File: src/rtl/mem_port_arbiter.sv
// Two-requester arbiter (core / loader) in front of the single-port system mem.
// Optional MEM_ARB_ROUND_ROBIN_EN: IDLE tie-break alternates instead of favouring the loader.
module mem_port_arbiter #(
  parameter int ADDR_W    = 16,
  parameter int DATA_W    = 8,
  parameter int MAX_BURST = 8
) (
  input  logic              clk,
  input  logic              reset_n,
  input  logic              core_req,
  input  logic              core_we,
  input  logic [ADDR_W-1:0] core_addr,
  input  logic [DATA_W-1:0] core_din,
  output logic              core_gnt,
  output logic              core_rvalid,
  output logic              core_stall,
  input  logic              load_req,
  input  logic              load_we,
  input  logic [ADDR_W-1:0] load_addr,
  input  logic [DATA_W-1:0] load_din,
  output logic              load_gnt,
  output logic              load_rvalid,
  output logic [DATA_W-1:0] rdata,
  output logic [ADDR_W-1:0] mem_addr,
  output logic [DATA_W-1:0] mem_din,
  output logic              mem_we,
  input  logic [DATA_W-1:0] mem_dout
);

  typedef enum logic [1:0] {IDLE, CORE, LOAD} state_t;

  localparam int CNT_W = (MAX_BURST > 1) ? $clog2(MAX_BURST) : 1;
  localparam logic [CNT_W-1:0] LAST_ACCESS = CNT_W'(MAX_BURST - 1);

  state_t           state;
  logic [CNT_W-1:0] burst_cnt;
  logic             core_acc;
  logic             load_acc;
  logic             tie_to_load;

  assign core_gnt   = (state == CORE);
  assign load_gnt   = (state == LOAD);
  assign core_acc   = core_gnt & core_req;
  assign load_acc   = load_gnt & load_req;
  assign core_stall = core_req & ~core_gnt;
  assign mem_we     = (core_acc & core_we) | (load_acc & load_we);
  assign rdata      = mem_dout;

  always_comb begin
    mem_addr = '0;
    mem_din  = '0;
    if (core_gnt) begin
      mem_addr = core_addr;
      mem_din  = core_din;
    end else if (load_gnt) begin
      mem_addr = load_addr;
      mem_din  = load_din;
    end
  end

`ifdef MEM_ARB_ROUND_ROBIN_EN
  // Tracks the most recent owner; IDLE is always preceded by an owner cycle, so this is current at tie time.
  logic last_load;

  always_ff @(posedge clk or negedge reset_n) begin
    if (!reset_n)
      last_load <= 1'b1;
    else if (state != IDLE)
      last_load <= (state == LOAD);
  end

  assign tie_to_load = ~last_load;
`else
  assign tie_to_load = 1'b1;
`endif

  always_ff @(posedge clk or negedge reset_n) begin
    if (!reset_n) begin
      state       <= IDLE;
      burst_cnt   <= '0;
      core_rvalid <= 1'b0;
      load_rvalid <= 1'b0;
    end else begin
      core_rvalid <= core_acc & ~core_we;
      load_rvalid <= load_acc & ~load_we;
      case (state)
        IDLE: begin
          burst_cnt <= '0;
          if (core_req && load_req)
            state <= tie_to_load ? LOAD : CORE;
          else if (load_req)
            state <= LOAD;
          else if (core_req)
            state <= CORE;
        end
        CORE: begin
          if (!core_req) begin
            burst_cnt <= '0;
            state     <= load_req ? LOAD : IDLE;
          end else if (load_req && burst_cnt == LAST_ACCESS) begin
            burst_cnt <= '0;
            state     <= LOAD;
          end else if (burst_cnt != LAST_ACCESS) begin
            burst_cnt <= burst_cnt + 1'b1;
          end
        end
        LOAD: begin
          if (!load_req) begin
            burst_cnt <= '0;
            state     <= core_req ? CORE : IDLE;
          end else if (core_req && burst_cnt == LAST_ACCESS) begin
            burst_cnt <= '0;
            state     <= CORE;
          end else if (burst_cnt != LAST_ACCESS) begin
            burst_cnt <= burst_cnt + 1'b1;
          end
        end
        default: state <= IDLE;
      endcase
    end
  end

endmodule
File: config.mk
export PLATFORM = sky130hd
export DESIGN_NAME = mem_port_arbiter
export DESIGN_NICKNAME = d
export VERILOG_FILES = /design/src/rtl/mem_port_arbiter.sv
export SDC_FILE = /design/constraint.sdc
export NUM_CORES = 1
export LEC_CHECK = 0
export ABC_AREA = 1
export BUFFER_PORTS_ARGS = -buffer_cell sky130_fd_sc_hd__buf_2
export CORE_AREA = 4 4 56 58
export DETAILED_ROUTE_END_ITERATION = 8
export DIE_AREA = 0 0 60 62
export PLACE_DENSITY_LB_ADDON = 0.05
export REMOVE_ABC_BUFFERS = 1
export SLEW_MARGIN = 10
export SYNTH_ARGS = -nofsm -noshare
export SYNTH_HDL_FRONTEND = slang
export SYNTH_SLANG_ARGS = --single-unit
export TNS_END_PERCENT = 50
File: constraint.sdc
create_clock -name clk -period 1.51 [get_ports clk]
set_input_delay 0.0755 -clock clk [delete_from_list [all_inputs] [get_ports clk]]
set_output_delay 0.0755 -clock clk [all_outputs]
set_load 0.005 [all_outputs]
# Word-level counts from Yosys, hierarchy flattened
# Cells that the tools add are included.
# W data, S select, Z words.
[totals] reg_bits=7 in_bits=62 output_inout_bits=38 elab_cells=49
[op_classes] add_sub_neg=1 n_eq_ne=7 muxes=20 bitwise=11 n_reduce_logical=6
[op_table] cell="$mux W16" count=2
[op_table] cell="$mux W2" count=8
[op_table] cell="$mux W8" count=2
[op_table] cell="$mux W3" count=5
[op_table] cell="$pmux W3 S3" count=1
[op_table] cell="$and A1 B1 Y1" count=7
[op_table] cell="$ne A3 B2 Y1 const B" count=2
[op_table] cell="$pmux W2 S3" count=1
[op_table] cell="$ne A4 B4 Y1 const B" count=1
[op_table] cell="$add A3 B1 Y3 const B" count=1
[op_table] cell="$eq A3 B3 Y1 const B" count=1
[op_table] cell="$logic_and A1 B1 Y1" count=3
[op_table] cell="$ne A3 B3 Y1 const B" count=1
[op_table] cell="$not A1 Y1" count=3
[op_table] cell="$reduce_and A3 Y1" count=1
[op_table] cell="$reduce_bool A3 Y1" count=1
[op_table] cell="$eq A2 B1 Y1 const B" count=1
[op_table] cell="$eq A2 B2 Y1 const B" count=1
[op_table] cell="$logic_not A2 Y1" count=1
[op_table] cell="$mux W1" count=1
[op_table] cell="$or A1 B1 Y1" count=1

# Depth between registers and ports, before layout
[depth] depth_word=5 mapped_depth=10 ltp_nobuf=9

# Least setup slack after synthesis
# OpenSTA, ideal clock, no wires.
[synth_timing] kind="flip-flop to flip-flop" startpoint="reg state[0]" endpoint="reg state[1]" setup_ps=121 arrival_ps=1162 required_time_ps=1389 setup_slack_ps=228 path_stages_with_launch=10 n_path_buf=1 synth_period_minus_slack_ps=1282 path_cell_list="dfrtp_1 -> inv_1 -> ha_1 -> buf_4 -> nand2_2 -> inv_2 -> nand2_2 -> nand3_2 -> nand2_1 -> o21ai_1"
[synth_between] elab_chain_cells=3 elab_cells_between_ends=8 cone_classes="eq/ne (5); mux (1); reduce/logical (2)"
[synth_rtl] element="start, declared" line="35" source="state_t state;"
[synth_rtl] element="start signal, assigned" line="90" source="state <= tie_to_load ? LOAD : CORE;"
[synth_rtl] element="start signal, assigned" line="99" source="state <= load_req ? LOAD : IDLE;"
[synth_rtl] element="start signal, assigned" line="110" source="state <= core_req ? CORE : IDLE;"
[synth_rtl] element="$eq A2 B2 Y1 *"
[synth_rtl] element="net load_gnt" line="21" source="output logic load_gnt,"
[synth_rtl] element="$ne A3 B2 Y1 (no line)"
[synth_rtl] element="$reduce_and A3 Y1 (no line)"
# Mark *: on every way through the listed nets, which the timed path passes. The rest lies on a longest branch.
# A chain may end at the register's enable or synchronous reset.

# Final worst setup path
[layout_timing] startpoint="reg state[1]" endpoint="out mem_addr[7]"
[layout_between] elab_chain_cells=3 elab_cells_between_ends=4 cone_classes="eq/ne (2); mux (2)"
[layout_rtl] element="$eq A2 B2 Y1" line="42" source="assign load_gnt = (state == LOAD);"
[layout_rtl] element="$mux W16" line="55" source="end else if (load_gnt) begin"
[layout_rtl] element="$mux W16 *" line="52" source="if (core_gnt) begin"
[layout_rtl] element="end, declared" line="24" source="output logic [ADDR_W-1:0] mem_addr,"
# Mark *: on every way between the ends. The rest lies on a longest branch, timed or not.

==> results.sh <==
export IMPL_status="completed"
export IMPL_clkPwrFrac=0.082
export IMPL_cts_tree="yes"
export IMPL_ioPinCount=100
export IMPL_vias_per_cell=4.626
export IMPL_worstSetupEndpointType="output port"
export IMPL_share_seq_of_total_power=0.147
export IMPL_rsz0062_at_grt="yes"
export IMPL_dpl_instance_area_um2=1236
export IMPL_p_leak_nw=0.8956
export IMPL_p_per_area_nw_per_um2=1401
export IMPL_crit_path_max_incr_delay_ns=0.44
export IMPL_ys_ff_latch=7
export IMPL_crit_buf_inv=3
export IMPL_synthCells=146
export IMPL_synth_top_cell_area_share=0.2622
export IMPL_ir_drop_v=0.001026
export IMPL_vias=1189
export IMPL_drive_above_1_share=0.4779
export IMPL_grt_overflow_total=0
export IMPL_drt_pre_antenna_iters=4
export IMPL_chipWidth_um=60
export IMPL_wl_mm=3.180
export IMPL_startpoint_type="flip-flop"
export IMPL_antenna_found_initial=0
export IMPL_critical_path_slowest_cell="dfrtp_2"
export IMPL_crit_type="flip-flop to output port"
export IMPL_power_internal_mw=1.045
export IMPL_nFillCells=261
export IMPL_grt_pass1_vias=1066
export IMPL_postLayoutCellArea_um2=1389
export IMPL_clk_pin_slew_ns=0.05
export IMPL_worstPathMaxFanout=11
export IMPL_syn_area_um2=873.3
export IMPL_worstPathRequired_ns=1.43
export IMPL_clkLatencyLatePin_ns=0.24
export IMPL_worst_pin_slew_ns=0.1641
export IMPL_gp_congestion=0.7681
export IMPL_maxSlewViolCount=0
export IMPL_root_buffer="clkbuf_4"
export IMPL_core_area_um2=2663
export IMPL_die_h_um=62
export IMPL_finalCritPeriodShare=0.9634
export IMPL_grt_usage=0.1623
export IMPL_ys_types=19
export IMPL_wire_per_inst_um=12.37
export IMPL_clk_path_buf_depth=2
export IMPL_cts_buffers=3
export IMPL_cts_num_sinks=7
export IMPL_max_freq_mhz=687.4
export IMPL_swShare=0.4629
export IMPL_antenna_cells=0
export IMPL_max_slew_margin=0.8905
export IMPL_syn_to_final_growth_pct=59.03
export IMPL_dp_hpwl_mm=2.500
export IMPL_hold_violations=0
export IMPL_crit_chain="inv_2 > ha_4 > clkbuf_16 > nand2_1 > nand2_1 > buf_2"
export IMPL_crit_top_cell="nand2_1"
export IMPL_grt_pass1_wl_mm=4.623
export IMPL_fin_skew_ns=0.0002428
export IMPL_critPathTopFamily="flip-flops"
export IMPL_row_count=19
export IMPL_synth_seq_area_share=0.2006
export IMPL_yosysWarnings=0
export IMPL_cts_max_level=1
export IMPL_comb_power_share=0.771
export IMPL_drtIter0Drc=63
export IMPL_grt_max_degree=26
export IMPL_critPathArrivalTime_ns=1.38
export IMPL_drv_cap=0
export IMPL_io_buffers=83
export IMPL_yosys_area_top_type="nand2_1"
export IMPL_synth_area_leaders="nand2_1 (26%), dfrtp_1 (20%), nand3_1 (15%)"
export IMPL_drc=0
export IMPL_syn_avg_cell_area_um2=5.982
export IMPL_setup_viol=0
export IMPL_finalCriticalPeriod_ns=1.455
export IMPL_hold_path_class="input pin to flip-flop"
export IMPL_fin_util=0.5216
export IMPL_nNetsFinal=294
export IMPL_drt_antenna_violating_nets=0
export IMPL_p_sw_uw=900.7
export IMPL_dieArea_um2=3720
export IMPL_initial_core_util=0.3280
==> flip-flops by register name, indices dropped and copies added (netlist names) <==
name	flops
state	2
burst_cnt	3
load_rvalid	1
core_rvalid	1
==> final cells by class <==
type | count | area [µm²] | area share
well taps | 31 | 38.79 | 0.02793
repair buffers | 92 | 531.8 | 0.3829
flip-flops and latches | 7 | 177.7 | 0.1279
inverters | 10 | 43.79 | 0.03153
multi-input cells | 113 | 570.5 | 0.4108
clock buffers | 4 | 26.28 | 0.01892
==> worst paths after layout <==
kind                               start            to  slack (ns)  cells after the start
worst min register to register  state[1]      state[1]        0.58                      2
worst max-delay path            state[1]   mem_addr[7]        0.06                      6
min in group asynchronous        reset_n  burst_cnt[1]        0.19                      2
worst min-delay path            core_req   core_rvalid        0.12                      3
worst max register to register  state[1]      state[0]        0.22                      9
max in group asynchronous        reset_n      state[0]        1.16                      2
==> worst reg2reg max path, cell delays in order (launching register included) <==
cell      delay [ns]
dfrtp_2         0.44
inv_2           0.09
ha_4            0.22
nand2_4         0.06
clkinv_2        0.06
nand2_2         0.07
nand3_2         0.11
inv_1           0.05
nand2_1         0.05
nand2_1         0.05
==> cells by family (layout without fill, tap and decap cells) <==
group,after synthesis,in the layout,synth area share
flip-flops,7,7,0.2006
AND/OR/NAND/NOR,100,100,0.4986
adder cells (fa/ha/maj),5,5,0.07163
AO/OA/AOI/OAI,7,7,0.04440
buffers and inverters,26,106,0.1748
XOR/XNOR,1,1,0.01003
==> through the flow <==
stage	setup WS (ns)	TNS (ns)	cells	total power [mW]	hold slack, ns
after floorplan	-0.2551	-4.505	130	0.9905	-0.2201
after global placement	0.1082	0	247	1.531	-0.08879
after detailed placement	0.05890	0	247	1.549	-0.08589
after CTS	0.01195	0	255	1.869	0.1053
after global routing	-0.02721	-0.07028	257	2.159	0.1273
final	0.05523	0	257	1.946	0.1235
==> cell usage after synthesis <==
| master | n |
|---|---|
| inv_1 | 7 |
| inv_2 | 2 |
| nand2_1 | 61 |
| nand3_1 | 27 |
| buf_6 | 1 |
| dfrtp_1 | 7 |
| ha_1 | 5 |
| nor2_1 | 5 |
| buf_4 | 11 |
| o21ai_1 | 1 |
| nand3_2 | 1 |
| o21ai_0 | 1 |
| xor2_1 | 1 |
| nand2_4 | 1 |
| a21oi_1 | 4 |
| a22o_1 | 1 |
| clkinv_2 | 1 |
| nand2_2 | 5 |
| buf_2 | 4 |
==> layer usage <==
metal / up-vias / share of wire / GRT usage
met1: 515 / 0.35 / 0.1590
met2: 59 / 0.52 / 0.3148
met4: 0 / 0.0057 / 0.06646
met3: 2 / 0.12 / 0.04959
met5: - / 0 / 0
li1: 613 / - / -
==> power groups by stage <==
| stage | clock [mW] | combinational [mW] | sequential, mW |
|---|---|---|---|
| global route | 0.184 | 1.68 | 0.290 |
| finish | 0.159 | 1.50 | 0.287 |
| CTS | 0.169 | 1.42 | 0.281 |
| global placement | 0 | 1.27 | 0.265 |
| detailed placement | 0 | 1.28 | 0.268 |
| floorplan | 0 | 0.728 | 0.262 |
==> cells in the final DEF (no fill, tap or decap), types with 2 or more instances in the layout <==
cell,instances
dlygate4sd3_1,3
inv_2,3
nor2_1,5
a21oi_1,4
ha_1,3
inv_1,5
nand2_2,5
nand2_1,61
clkbuf_4,3
buf_2,83
dfrtp_1,5
ha_4,2
dfrtp_2,2
nand3_1,27
buf_4,2
==> what timing repair did <==
action | in CTS | in global routing
endpoints found under the hold margin | 9 | 0
gates cloned | 0 | 1
endpoints found under the setup margin | 27 | 26
gates resized for setup | 13 | 3
pin swaps | 0 | 1
setup buffers | 1 | 1
hold buffers | 3 | 0
Note: power is estimated with default switching activity, not from simulation.
